$ cat config.mk
export PLATFORM = sky130hd
export DESIGN_NAME = cordic_atan2
export DESIGN_NICKNAME = d
export VERILOG_FILES = /design/src/rtl/cordic_pkg.sv /design/src/rtl/cordic_vec_step.sv /design/src/rtl/cordic_atan2.sv
export SDC_FILE = /design/constraint.sdc
export NUM_CORES = 1
export LEC_CHECK = 0
export BUFFER_PORTS_ARGS = -buffer_cell sky130_fd_sc_hd__buf_2
export CAP_MARGIN = 40
export CORE_MARGIN = 2
export CORE_UTILIZATION = 55
export DETAILED_ROUTE_END_ITERATION = 6
export HOLD_SLACK_MARGIN = 0.1
export PLACE_DENSITY = 0.86
export SLEW_MARGIN = 30
export SYNTH_ARGS = -nofsm -noshare
export SYNTH_HDL_FRONTEND = slang
export SYNTH_SLANG_ARGS = --single-unit
$ cat constraint.sdc
create_clock -name clock -period 5.4 [get_ports clock]
set_input_delay 0.81 -clock clock [delete_from_list [all_inputs] [get_ports clock]]
set_output_delay 0.81 -clock clock [all_outputs]
set_load 0.01 [all_outputs]
$ cat src/rtl/cordic_pkg.sv
// Shared CORDIC constants, arctangent table and vectoring FSM states.
// Q2.14 fixed point throughout.
package cordic_pkg;

  localparam int CORDIC_NTAB = 16;

  localparam logic [15:0] ATAN_TABLE [0:15] = '{
    16'h3243, 16'h1DAC, 16'h0FAD, 16'h07F5,
    16'h03FE, 16'h01FF, 16'h00FF, 16'h007F,
    16'h003F, 16'h001F, 16'h000F, 16'h0007,
    16'h0003, 16'h0001, 16'h0000, 16'h0000
  };

  localparam logic signed [15:0] CORDIC_1K = 16'sh26DD;
  localparam logic [15:0] HALF_PI = 16'h6487;
  localparam logic [15:0] PI = 16'hC90F;

  typedef enum logic [1:0] {
    ST_IDLE,
    ST_ITER,
    ST_SCALE,
    ST_DONE
  } cordic_atan2_state_t;

endpackage

$ cat src/rtl/cordic_vec_step.sv
// One vectoring micro-rotation: drives y toward zero.
// Purely combinational, reused every iteration.
module cordic_vec_step (
  input  logic signed [17:0] x,
  input  logic signed [17:0] y,
  input  logic signed [31:0] z,
  input  logic        [3:0]  i,
  input  logic        [15:0] t,
  output logic signed [17:0] x_nx,
  output logic signed [17:0] y_nx,
  output logic signed [31:0] z_nx
);

  logic signed [17:0] xs;
  logic signed [17:0] ys;
  logic signed [31:0] tz;

  assign xs = x >>> i;
  assign ys = y >>> i;
  assign tz = {16'd0, t};

  always_comb begin
    x_nx = x;
    y_nx = y;
    z_nx = z;
    if (!y[17]) begin
      x_nx = x + ys;
      y_nx = y - xs;
      z_nx = z + tz;
    end else begin
      x_nx = x - ys;
      y_nx = y + xs;
      z_nx = z - tz;
    end
  end

endmodule

$ cat src/rtl/cordic_atan2.sv
// Iterative vectoring CORDIC: (x, y) -> atan2 angle and
// gain-corrected magnitude, one vector at a time.
module cordic_atan2
  import cordic_pkg::*;
#(
  parameter int NITER = 16
) (
  input  logic        clock,
  input  logic        reset,
  input  logic [15:0] x_in,
  input  logic [15:0] y_in,
  input  logic        in_valid,
  output logic        in_ready,
  output logic [31:0] angle_out,
  output logic [15:0] mag_out,
  output logic        out_valid,
  input  logic        out_ready
);

  localparam logic signed [31:0] PI_S = {16'd0, PI};
  localparam logic signed [31:0] HP_S = {16'd0, HALF_PI};

  cordic_atan2_state_t state_q, state_d;

  logic signed [17:0] x_q, y_q;
  logic signed [31:0] z_q;
  logic        [3:0]  i_q;
  logic               zero_q;

  logic signed [17:0] x_nx, y_nx;
  logic signed [31:0] z_nx;
  logic signed [17:0] xs, ys;
  logic signed [33:0] prod;
  logic signed [31:0] z_sat;
  logic               accept;
  logic               last_iter;
  logic               unused_prod;

  assign in_ready  = (state_q == ST_IDLE);
  assign accept    = in_valid & in_ready;
  assign last_iter = (i_q == 4'(NITER - 1));

  assign xs = {{2{x_in[15]}}, x_in};
  assign ys = {{2{y_in[15]}}, y_in};

  cordic_vec_step u_step (
    .x    (x_q),
    .y    (y_q),
    .z    (z_q),
    .i    (i_q),
    .t    (ATAN_TABLE[i_q]),
    .x_nx (x_nx),
    .y_nx (y_nx),
    .z_nx (z_nx)
  );

  assign prod = $signed({{16{x_q[17]}}, x_q})
              * $signed({{18{CORDIC_1K[15]}}, CORDIC_1K});
  assign unused_prod = ^{prod[33:30], prod[13:0]};

  // Residual overshoot near +/-PI must not wrap the angle
  always_comb begin
    z_sat = z_q;
    if (z_q > PI_S)
      z_sat = PI_S;
    else if (z_q < -PI_S)
      z_sat = -PI_S;
  end

  always_comb begin
    state_d = state_q;
    unique case (state_q)
      ST_IDLE:  if (accept) state_d = ST_ITER;
      ST_ITER:  if (last_iter) state_d = ST_SCALE;
      ST_SCALE: state_d = ST_DONE;
      ST_DONE:  if (out_ready) state_d = ST_IDLE;
      default:  state_d = ST_IDLE;
    endcase
  end

  always_ff @(posedge clock or negedge reset) begin
    if (!reset) begin
      state_q   <= ST_IDLE;
      x_q       <= '0;
      y_q       <= '0;
      z_q       <= '0;
      i_q       <= '0;
      zero_q    <= 1'b0;
      angle_out <= '0;
      mag_out   <= '0;
      out_valid <= 1'b0;
    end else begin
      state_q <= state_d;
      unique case (state_q)
        ST_IDLE: begin
          if (accept) begin
            i_q    <= '0;
            zero_q <= (x_in == 16'd0) && (y_in == 16'd0);
            if (!x_in[15]) begin
              x_q <= xs;
              y_q <= ys;
              z_q <= '0;
            end else if (!y_in[15]) begin
              x_q <= ys;
              y_q <= -xs;
              z_q <= HP_S;
            end else begin
              x_q <= -ys;
              y_q <= xs;
              z_q <= -HP_S;
            end
          end
        end
        ST_ITER: begin
          x_q <= x_nx;
          y_q <= y_nx;
          z_q <= z_nx;
          i_q <= i_q + 4'd1;
        end
        ST_SCALE: begin
          angle_out <= zero_q ? 32'd0 : z_sat;
          mag_out   <= zero_q ? 16'd0 : prod[29:14];
          out_valid <= 1'b1;
        end
        ST_DONE: begin
          if (out_ready) out_valid <= 1'b0;
        end
        default: ;
      endcase
    end
  end

endmodule

* Word level (Yosys, flattened, before mapping) *
Memories as Yosys holds them, arrays and structs flattened.
Cells that the tools add are included.

word-level totals
  ROM bits = 256
  bits in registers = 124
  logic and storage cells = 73
  bits of input ports = 36
  memories = 1

operators by class
  reduce and logical (&&, ||, !) cells = 10
  $lt $le $gt $ge = 3
  add/sub/neg operators = 9
  eq/ne operators = 7
  multiplexer cells = 29
  bitwise logic cells = 2
  multipliers = 1
  shift-type cells = 2

memories
  memory           words  width  rd ports  clocked after memory_dff  write ports  line                RTL
  (no name shown)  16     16     1         0                         0            cordic_atan2.sv:51  .t (ATAN_TABLE[i_q]),

operators with widths
  cell                    count
  $mux 32                 7
  $mux 18                 8
  $pmux 18 s2             2
  $pmux 32 s2             1
  $mux 16                 3
  $add 18x18->18          2
  $neg 16->18             2
  $sshr 18x4->18          2
  $sub 18x18->18          2
  $add 32x17->32          1
  $gt 32x17->1 const B    1
  $logic_not 16->1        2
  $lt 32x17->1 const B    1
  $sub 32x17->32          1
  $mul 18x15->30 const B  1
  $pmux 2 s4              1
  $pmux 4 s2              1
  $mux 2                  3
  $reduce_and 2->1        3
  $ge 5x5->1 const B      1
  $not 4->5               1
  $add 4x1->4 const B     1
  $eq 2x2->1 const B      2
  $eq 4x4->1 const B      1
  11 further kinds        13

* Depth between registers and ports, before layout *
Gate-level depths: netlist of run 1.

  word-level depth = 7
  depth in mapped cells = 24
  depth with buffers taken out = 22

* Hierarchy *
A second synthesis of run 1 with hierarchy kept.

unflattened totals
  cells, all modules = 2058
  area total of the unflattened synthesis = 17679.5 um^2

by module, submodules not included
  module           area each (um^2)  cells each  times used
  cordic_atan2     11828.8           1279        1
  cordic_vec_step  5850.6            779         1

* Worst setup path after synthesis of run 1 *
Ideal clock, no wire load.

  kind = flip-flop to flip-flop
  from = register x_q[13]
  to = register mag_out[8]
  path buffers = 0
  cell stages (with the launch flop) = 21
  data required time = 5.259 ns
  slack = -0.146 ns
  data arrival time = 5.405 ns
  path through = dfrtp_1 > ha_1 > inv_1 > fa_1 > inv_1 > fa_1 > fa_1 > fa_1 > inv_1 > fa_1 > inv_1 > ha_1 > a21o_1 > a21o_1 > a21oi_1 > o21ai_0 > a21oi_1 > nor2_1 > a211oi_1 > xor2_1 > o22ai_1

between the ends
  cells in the longest elaborated chain, start to end = 2

RTL lines
  element                   line                 RTL
  start: declaration        cordic_atan2.sv:25   logic signed [17:0] x_q, y_q;
  start signal: assignment  cordic_atan2.sv:100  x_q <= xs;
  start signal: assignment  cordic_atan2.sv:104  x_q <= ys;
  start signal: assignment  cordic_atan2.sv:108  x_q <= -ys;
  $mul 18x15->30            cordic_atan2.sv:58   * $signed({{18{CORDIC_1K[15]}}, CORDIC_1K});
  $mux 16                   cordic_atan2.sv:122  mag_out <= zero_q ? 16'd0 : prod[29:14];
  end signal: assignment    cordic_atan2.sv:122
  end: declaration          cordic_atan2.sv:15   output logic [15:0] mag_out,

No other way between the ends.
A chain may end at the register's enable or synchronous reset.

* Final worst setup path of run 1 *
  from = register x_q[7]
  to = register mag_out[9]

The elaborated chain is that of the path after synthesis.

==> key figures, run 1 <==
Floorplan
  • Top Ports: 86
  • Core Footprint: 31500 um^2
  • Die Y-Extent: 182 um
  • Starting density of the core: 55.6%
  • Row count: 65
  • Die W: 182 um
  • Die area: 33300 um^2

Cells and area
  • # fillers: 2509
  • Multi-input gate area: 13600 um^2
  • Ant. Diodes: 0
  • Fin nets: 2587
  • Area occupied by registers: 3120 um^2
  • Most frequent cells in the layout: inv_1 (239), ha_1 (175), a21oi_1 (172)
  • Non-Filler Instances: 2657
  • Layout cells sized above 1: 18.4%
  • Area grow syn2layout: 15.9%
  • Most common cell after layout, fill and taps aside: inv_1

Routing
  • Antenna-violating nets left: 0
  • First drt pass iteration count: 7
  • Final wirelength: 52700 um
  • DRC errors left: 12
  • DR iter-0 viols: 1742
  • Vias post-DR: 16563
  • Wire per inst: 19.8 um
  • Via density: 6.23

CTS
  • Max Buffers Root-to-Sink: 2
  • H-Tree Level Count: 4
  • Hold buffer count at cts: 0
  • Num CTS Buffers: 17
  • Clock root buffer: clkbuf_16
  • Num Clock Sinks: 124
  • Clk Latency, worst-skew pair: 0.45 ns
  • CTS tree: yes
  • Reg clk slew, reported paths: 0.07 ns

Timing
  • Setup TNS: 0 ns
  • Hold Vio Cnt, Final: 0
  • Slew Viols, Final: 0
  • Peak Freq: 186 MHz
  • Layout Skew: 0.00984 ns
  • Slew @ Worst Pin: 0.923 ns
  • Final setup fails: 0
  • Min Hold Slack: 0.297 ns
  • RSZ-0062 raised after global routing: yes
  • Final period util: 99.5%
  • Rel. slew slack: 38.4%
  • Crit path time final: 5.37 ns

Synth
  • Synth cell types: 84
  • Yosys reg bits: 124
  • Post-synth EDFFs: 0
  • Syn Area/Cell: 8.36 um^2
  • Post-Syn Area: 17500 um^2
  • Yosys warning count: 0
  • Top FF cell, synth: dfrtp_1
  • Post-synthesis sequential area ratio: 17.7%
  • Mapped Cells: 2093
  • Post-Syn Nets: 2438
  • Async set-reset flop share out of synthesis: 100%

Global routing
  • GRT overflow: 0
  • Largest net degree at the start of global routing: 63
  • Total GRT Usage: 31.2%
  • Vias in the first global route: 16023
  • First-pass GRT wire length: 83000 um
  • Initial antenna violation count: 0

Setup path
  • Crit path max fanout: 5
  • CP required: 5.71 ns
  • WP data arrival: 5.68 ns
  • Critical R2R Launch: x_q[7]$_DFFE_PN0P_
  • R2R Setup Slk: 0.03 ns
  • Critical path class: register to register
  • Crit. End Element: register
  • Worst Reg-to-Reg Cells: 22
  • Startpoint class of the critical path: register
  • Worst R2R End: mag_out[9]$_DFFE_PN0P_

Min path
  • Hold Path Class: primary input to async pin

Placed design
  • Post-DP HPWL: 39900 um
  • Placer Congestion: 0.979
  • Inst Count DP: 2598
  • IO buf count: 85

Outcome
  • Failing checks: design-rule violations
  • Status: finished, violations left

Job
  • Maxcap violations: 0
## layout make-up
class / instances / share of cell area, %
timing repair buffer: 226 / 7.63
clock inverter: 13 / 0.648
inverter: 259 / 4.81
sequential: 124 / 15.4
multi-input combinational: 1614 / 66.9
clock buffer: 19 / 2.18
tap: 402 / 2.48
## layer usage
metal,vias to the layer above,GRT usage [%],wire (um)
met4,0,10.4,1990
met5,-,0,0
met3,156,5.61,4670
li1,7640,-,-
met1,7911,42.9,22000
met2,856,49.8,24100
## how the worst max path moves through the flow
stage	slack, ns	to	depth (start not counted)	from
finish	0.03	mag_out[9]$_DFFE_PN0P_	22	x_q[7]$_DFFE_PN0P_
global route	-0.15	mag_out[12]$_DFFE_PN0P_	20	x_q[9]$_DFFE_PN0P_
CTS	-0.0003	mag_out[8]$_DFFE_PN0P_	20	x_q[7]$_DFFE_PN0P_
detailed placement	-0.11	mag_out[8]$_DFFE_PN0P_	19	x_q[8]$_DFFE_PN0P_
global placement	0.04	mag_out[8]$_DFFE_PN0P_	21	x_q[10]$_DFFE_PN0P_
floorplan	-0.02	mag_out[8]$_DFFE_PN0P_	20	x_q[13]$_DFFE_PN0P_
## synth_stat cells, types with 11 or more instances
master    instances  share of area, %
a211oi_1         35               1.5
a21o_1           36               1.5
a21oi_1         184               5.3
a22oi_1          12              0.51
a31oi_1          17              0.61
and3_1           19              0.68
buf_1            11              0.24
clkbuf_1         72               1.5
dfrtp_1         124                18
fa_1            101                12
ha_1            208                15
inv_1           255               5.5
mux2i_1          39               2.2
mux4_2           29               3.7
nand2_1         150               3.2
nand2b_1         11              0.39
nand3_1          22              0.63
nand4_1          12              0.43
nor2_1          167               3.6
nor2b_1          18              0.64
nor3_1           28              0.80
nor4_1           13              0.46
o21a_1           17              0.73
o21ai_0         111               3.2
o21ai_1          13              0.37
o22ai_1          54               1.9
o31ai_1          14              0.60
or3_1            13              0.46
xnor2_1          76               3.8
xor2_1           69               3.5
## repair_timing
item | CTS | global route
pin swaps | 2 | 76
endpoints found under the setup margin | 7 | 26
resized for setup | 7 | 94
setup buffers | 5 | 22
## cell families after synthesis
logic type | after synthesis | share of synthesized area [%]
compound gates | 577 | 20.4
fa+ha+maj | 309 | 26.4
mux | 81 | 6.84
xor+xnor | 145 | 7.26
flops | 124 | 17.7
simple gates | 502 | 13.5
buf+inv | 355 | 7.81
## registers in the layout, indices dropped and copies added (netlist names)
| register | cells |
|---|---|
| y_q | 18 |
| angle_out | 32 |
| zero_q | 1 |
| state_q | 2 |
| x_q | 18 |
| z_q | 32 |
| i_q | 4 |
| mag_out | 16 |
| out_valid | 1 |
## worst max-delay path, cell delays in order, from the launching register on
cell     delay, ns
dfrtp_2       0.43
buf_4         0.16
buf_4         0.13
buf_4         0.15
ha_4          0.23
ha_2          0.17
a21oi_2       0.15
fa_1          0.46
fa_1          0.54
inv_2         0.04
fa_1          0.52
inv_1         0.05
fa_1          0.52
inv_2         0.05
ha_4          0.26
nand4_1       0.12
o211a_4       0.31
o21ai_4       0.26
a21oi_4       0.11
buf_4         0.16
o21ai_1       0.20
xnor2_1       0.15
o22ai_1       0.08
## metrics by stage
| stage | setup WS (ns) | area (um^2) | util [%] |
|---|---|---|---|
| 4_1_cts | -0.000253 | 19600 | 62.3 |
| 3_3_place_gp | 0.0350 | 18900 | 60.2 |
| 2_1_floorplan | -0.0167 | 17500 | - |
| 6_report | 0.0250 | 20300 | 64.4 |
| 3_5_place_dp | -0.112 | 19000 | 60.3 |
| 5_1_grt | -0.150 | 20300 | 64.4 |
Power of run 1 is left out: the tool's default activity adds up to more than one toggle a clock period on the data nets, which glitch-free logic cannot reach.
==> run 2: changes to the inputs <==
--- a/config.mk
+++ b/config.mk
@@ -7,11 +7,14 @@
 export LEC_CHECK = 0
 export BUFFER_PORTS_ARGS = -buffer_cell sky130_fd_sc_hd__buf_2
 export CAP_MARGIN = 40
+export CELL_PAD_IN_SITES_DETAIL_PLACEMENT = 1
+export CELL_PAD_IN_SITES_GLOBAL_PLACEMENT = 1
 export CORE_MARGIN = 2
-export CORE_UTILIZATION = 55
+export CORE_UTILIZATION = 44
 export DETAILED_ROUTE_END_ITERATION = 6
 export HOLD_SLACK_MARGIN = 0.1
-export PLACE_DENSITY = 0.86
+export PLACE_DENSITY = 0.89
+export RECOVER_POWER = 25
 export SLEW_MARGIN = 30
 export SYNTH_ARGS = -nofsm -noshare
 export SYNTH_HDL_FRONTEND = slang
==> key figures, run 2 (same netlist as run 1, synthesis figures left out) <==
CTS
  • Num CTS Buffers: 17
  • Max Buffers Root-to-Sink: 2
  • Clock root buffer: clkbuf_16
  • CTS tree: yes
  • Num Clock Sinks: 124
  • Reg clk slew, reported paths: 0.07 ns
  • Clk Latency, worst-skew pair: 0.46 ns
  • Hold buffer count at cts: 0
  • H-Tree Level Count: 4

Routing
  • DR iter-0 viols: 1299
  • Final wirelength: 66900 um
  • Wire per inst: 23.9 um
  • Vias post-DR: 17254
  • Via density: 6.16
  • DRC errors left: 0
  • Antenna-violating nets left: 0
  • First drt pass iteration count: 6

Min path
  • Hold Path Class: register to register

Placed design
  • Post-DP HPWL: 47300 um
  • Placer Congestion: 0.953
  • IO buf count: 85

Timing
  • Rel. slew slack: -111%
  • Slew Viols, Final: 129
  • Setup TNS: -0.370 ns
  • Final period util: 102%
  • Worst setup margin: -0.106 ns
  • Layout Skew: 0.0162 ns
  • Peak Freq: 182 MHz
  • Hold Vio Cnt, Final: 0
  • Final setup fails: 7
  • Crit path time final: 5.51 ns
  • Slew @ Worst Pin: 3.16 ns
  • RSZ-0062 raised after global routing: yes

Cells and area
  • Layout cells sized above 1: 20.6%
  • Most frequent cells in the layout: inv_1 (242), a21oi_1 (168), nor2_1 (164), ha_1 (164), nand2_1 (150)
  • Most common cell after layout, fill and taps aside: inv_1
  • Biggest regs: angle_out (32), z_q (32)
  • Post-route core utilization: 52.8%
  • Area grow syn2layout: 19.0%
  • Fin nets: 2606
  • Ant. Diodes: 0

Setup path
  • Critical path class: register to register
  • Startpoint class of the critical path: register
  • WP data arrival: 5.89 ns
  • Crit. End Element: register
  • Crit path max fanout: 5
  • R2R Setup Slk: -0.11 ns
  • CP required: 5.79 ns

Job
  • Maxcap violations: 3

Global routing
  • Vias in the first global route: 18275
  • First-pass GRT wire length: 101000 um
  • Largest net degree at the start of global routing: 61
  • Total GRT Usage: 31.1%
  • GRT overflow: 0
  • Initial antenna violation count: 0

Floorplan
  • Row count: 73
  • Core Footprint: 39500 um^2
  • Die Y-Extent: 203 um
  • Top Ports: 86
  • Die W: 203 um
  • Starting density of the core: 44.3%
  • Die area: 41400 um^2

Outcome
  • Status: finished, violations left
  • Failing checks: max-capacitance violations, max-slew violations, negative setup slack
==> run 2: cell count changes in the layout (fill, tap and decap cells not counted), moves of 8 or more <==
| cell | before | now |
|---|---|---|
| buf_6 | 3 | 19 |
| dfrtp_1 | 115 | 107 |
| dfrtp_2 | 8 | 16 |
| ha_1 | 175 | 164 |
| ha_2 | 8 | 16 |
==> run 2: worst max-delay path, stage by stage (launching register included) <==
cell	delay, ns
dfrtp_2	0.47
buf_4	0.16
ha_4	0.27
xor2_1	0.20
ha_1	0.31
fa_1	0.49
fa_1	0.51
fa_1	0.49
inv_1	0.05
fa_1	0.52
inv_1	0.06
ha_4	0.21
o21a_1	0.16
o21a_1	0.19
o211ai_1	0.19
buf_4	0.17
o21ai_4	0.09
buf_6	0.14
a21oi_4	0.17
buf_6	0.12
o21ai_1	0.06
a211o_1	0.32
o21ai_1	0.07
==> run 2: routing by layer <==
| metal | up-vias | track usage (%) | wire length, um |
|---|---|---|---|
| met5 | - | 0 | 0 |
| met3 | 209 | 5.31 | 4030 |
| met1 | 8693 | 37.8 | 26400 |
| met2 | 695 | 54.1 | 33300 |
| li1 | 7657 | - | - |
| met4 | 0 | 13.8 | 3230 |
==> run 2: path summary, 6_finish.rpt <==
path / from / endpoint / cells after the start
worst min register to register: mag_out[13]$_DFFE_PN0P_ / mag_out[13]$_DFFE_PN0P_ / 2
min in group asynchronous: reset / angle_out[30]$_DFFE_PN0P_ / 1
worst max register to register: x_q[9]$_DFFE_PN0P_ / mag_out[13]$_DFFE_PN0P_ / 22
worst max-delay path: x_q[9]$_DFFE_PN0P_ / mag_out[13]$_DFFE_PN0P_ / 22
max in group asynchronous: reset / x_q[2]$_DFFE_PN0P_ / 2
worst min-delay path: mag_out[13]$_DFFE_PN0P_ / mag_out[13]$_DFFE_PN0P_ / 2
==> run 2: layout make-up <==
cell class | count | area [um^2]
Sequential cell | 124 | 3130
Timing Repair Buffer | 245 | 1720
Clock buffer | 20 | 457
Inverter | 259 | 980
Clock inverter | 12 | 124
Multi-Input combinational cell | 1614 | 13800
Fill cell | 4639 | 18600
Tap cell | 525 | 657
==> run 2: stage by stage <==
| step | cells | area, um^2 | hold slack (ns) | setup slack [ns] |
|---|---|---|---|---|
| 6_report | 2799 | 20800 | 0.505 | -0.106 |
| 5_1_grt | 2799 | 20800 | 0.545 | -0.252 |
| 4_1_cts | 2776 | 20200 | 0.279 | -0.0163 |
| 3_5_place_dp | 2730 | 19200 | 0.513 | -0.216 |
| 3_3_place_gp | 2730 | 19200 | 0.492 | -0.0590 |
| 2_1_floorplan | 2093 | 17500 | 0.463 | -0.0167 |
==> run 2: repair_timing <==
action | CTS | global route
hold endpoints to repair | 0 | 0
endpoints found under the setup margin | 10 | 29
pin swaps | 31 | 70
resized for setup | 57 | 104
cloned | 0 | 0
setup buffers | 14 | 23
Power of run 2 is left out for the same reason.
==> run 3: changes to the inputs <==
--- a/config.mk
+++ b/config.mk
@@ -5,15 +5,16 @@
 export SDC_FILE = /design/constraint.sdc
 export NUM_CORES = 1
 export LEC_CHECK = 0
+export ABC_AREA = 1
 export BUFFER_PORTS_ARGS = -buffer_cell sky130_fd_sc_hd__buf_2
 export CAP_MARGIN = 40
 export CELL_PAD_IN_SITES_DETAIL_PLACEMENT = 1
 export CELL_PAD_IN_SITES_GLOBAL_PLACEMENT = 1
 export CORE_MARGIN = 2
-export CORE_UTILIZATION = 44
+export CORE_UTILIZATION = 42
 export DETAILED_ROUTE_END_ITERATION = 6
 export HOLD_SLACK_MARGIN = 0.1
-export PLACE_DENSITY = 0.89
+export PLACE_DENSITY = 0.88
 export RECOVER_POWER = 25
 export SLEW_MARGIN = 30
 export SYNTH_ARGS = -nofsm -noshare
==> key figures, run 3 <==
Synth
  • Post-Syn Area: 17900 um^2
  • Synth cell types: 56
  • Ranking of synthesized cells by area: dfrtp_1 (17%), ha_1 (15%), fa_1 (11%)
  • Top FF cell, synth: dfrtp_1
  • Synth top area share: 17.3%
  • Post-synthesis sequential area ratio: 17.3%
  • Commonest cells in the netlist: nand2_1 (524), inv_1 (352), nor2_1 (228)
  • Post-synth EDFFs: 0
  • Yosys reg bits: 124
  • Yosys warning count: 0
  • Largest area contributor in the netlist: dfrtp_1
  • Post-Syn Nets: 2917
  • Async set-reset flop share out of synthesis: 100%
  • Mapped Cells: 2572
  • Syn Area/Cell: 6.97 um^2
  • Count leader, synth: nand2_1

Routing
  • DR iter-0 viols: 1113
  • Met3 wire length: 3190 um
  • Top sig layer: met4
  • Met2 wire len: 30800 um
  • First drt pass iteration count: 7
  • Wire per inst: 20.3 um
  • Via density: 5.75
  • Met1 wire length: 28200 um
  • DRC errors left: 0
  • Final wirelength: 64900 um
  • Antenna-violating nets left: 0
  • Vias post-DR: 18388

Floorplan
  • Starting density of the core: 42.7%
  • Top Ports: 86
  • Die Y-Extent: 211 um
  • Core Footprint: 42000 um^2
  • Die W: 211 um
  • Die area: 44400 um^2
  • Row count: 75

Cells and area
  • Layout cells sized above 1: 10.8%
  • Ant. Diodes: 0
  • Area occupied by registers: 3120 um^2
  • Most common cell after layout, fill and taps aside: nand2_1
  • Biggest regs: angle_out (32), z_q (32)
  • Most frequent cells in the layout: nand2_1 (517), inv_1 (350), nor2_1 (228)
  • Multi-input gate area: 13400 um^2
  • Fin nets: 2993
  • # fillers: 5444
  • Area grow syn2layout: 11.3%
  • Fin area: 20000 um^2

Global routing
  • Largest net degree at the start of global routing: 70
  • Total GRT Usage: 29.5%
  • First-pass GRT wire length: 103000 um
  • Vias in the first global route: 19306
  • GRT overflow: 0
  • Initial antenna violation count: 0

Timing
  • Final setup fails: 0
  • Final period util: 97.4%
  • Min Hold Slack: 0.470 ns
  • Rel. slew slack: -22.0%
  • Peak Freq: 190 MHz
  • Hold Vio Cnt, Final: 0
  • RSZ-0062 raised after global routing: yes
  • Slew @ Worst Pin: 1.83 ns
  • Layout Skew: 0.0125 ns
  • Slew Viols, Final: 96
  • Crit path time final: 5.26 ns

Outcome
  • Failing checks: max-capacitance violations, max-slew violations
  • Status: finished, violations left

Setup path
  • WP buf/inv: 5
  • R2R Setup Slk: 0.14 ns
  • Family with the most delay on the worst path: adder cells
  • Startpoint class of the critical path: register
  • Worst Reg-to-Reg Cells: 22
  • Worst R2R End: mag_out[12]$_DFFE_PN0P_
  • Critical path class: register to register
  • Critical R2R Launch: x_q[7]$_DFFE_PN0P_
  • Highest cell delay on the worst timing path: 0.54 ns
  • WP data arrival: 5.63 ns
  • Crit. End Element: register
  • CP required: 5.77 ns
  • Worst-path cell chain: ha_2 > xor2_1 > ha_1 > inv_1 > fa_1 > inv_1 > fa_1 > fa_1 > inv_1 > fa_1 > inv_1 > ha_1 > nand2_2 > nor4_4 > a21oi_2 > o21ai_0 > buf_4 > nand3_1 > nand2_1 > a21oi_1 > o21ai_0 > nand2_1
  • Crit path max fanout: 6
  • CP max stage cell: fa_1

CTS
  • H-Tree Level Count: 4
  • Num Clock Sinks: 124
  • Reg clk slew, reported paths: 0.07 ns
  • Clk Latency, worst-skew pair: 0.49 ns
  • CTS tree: yes
  • Num CTS Buffers: 17
  • Hold buffer count at cts: 0
  • Max Buffers Root-to-Sink: 2
  • Clock root buffer: clkbuf_16

Min path
  • Worst hold path startpoint: mag_out[10]$_DFFE_PN0P_
  • Hold EP: mag_out[10]$_DFFE_PN0P_
  • Worst hold stages: 2
  • Hold Path Class: register to register

Placed design
  • Area after DPL: 19000 um^2
  • IO buf count: 85
  • Post-DP HPWL: 52100 um
  • Placer Congestion: 1.00

Job
  • Maxcap violations: 2
## run 3: cell count changes after synthesis, moves of 38 or more
cell / before / now
nand3_1: 22 / 140
a21oi_1: 184 / 226
nor2_1: 167 / 228
nand2_1: 150 / 524
o21ai_0: 111 / 223
xnor2_1: 76 / 38
inv_1: 255 / 352
mux2i_1: 39 / 0
o22ai_1: 54 / 7
## run 3: through the flow
step                      utilization (%)  setup WS [ns]  setup TNS [ns]  cells
final                                47.5          0.141               0   3199
after global routing                 47.5         -0.129          -0.740   3199
after CTS                            46.6        0.00910               0   3188
after detailed placement             45.2         -0.218          -0.218   3157
after global placement               45.1        -0.0880         -0.0880   3155
after floorplan                         -          0.386               0   2572
## run 3: timing repair
action                                 in CTS  in global routing
endpoints found under the hold margin       0                  0
setup endpoints to repair                   3                 14
buffers inserted                            0                 11
resized for setup                           4                 76
pin swaps                                   0                  6
## run 3: layer usage
layer / GRT usage [%] / vias to the layer above
met3: 4.06 / 127
li1: - / 8667
met4: 12.9 / 0
met5: 0 / -
met1: 37.6 / 9117
met2: 49.9 / 477
## run 3: final cells by class
class	instances	area share (%)
Multi-Input combinational cell	2000	67.1
Inverter	365	6.88
Clock inverter	12	0.577
Timing Repair Buffer	140	4.26
Sequential cell	124	15.6
Clock buffer	19	2.22
Tap cell	539	3.38
## run 3: tightest hold or removal path, stage by stage, from the launching register on
cell and delay (ns):
dfrtp_1 0.34, nand2_1 0.05, nand2_1 0.05
## run 3: worst max-delay path by stage
stage | from | to | slack, ns | cells past startpoint
final | x_q[7]$_DFFE_PN0P_ | mag_out[12]$_DFFE_PN0P_ | 0.14 | 22
after floorplan | x_q[7]$_DFFE_PN0P_ | mag_out[12]$_DFFE_PN0P_ | 0.39 | 21
after global placement | x_q[16]$_DFFE_PN0P_ | mag_out[14]$_DFFE_PN0P_ | -0.09 | 16
after detailed placement | x_q[16]$_DFFE_PN0P_ | mag_out[14]$_DFFE_PN0P_ | -0.22 | 16
after CTS | x_q[10]$_DFFE_PN0P_ | mag_out[10]$_DFFE_PN0P_ | 0.009 | 24
after global routing | x_q[6]$_DFFE_PN0P_ | mag_out[9]$_DFFE_PN0P_ | -0.13 | 23
## run 3: logic make-up after synthesis
group           Yosys count  share of synthesized area (%)
compound gates          613                           19.2
xor+xnor                104                           5.08
fa+ha+maj               309                           25.8
buf+inv                 448                           9.88
flops                   124                           17.3
simple gates            974                           22.7
Power of run 3 is left out for the same reason.
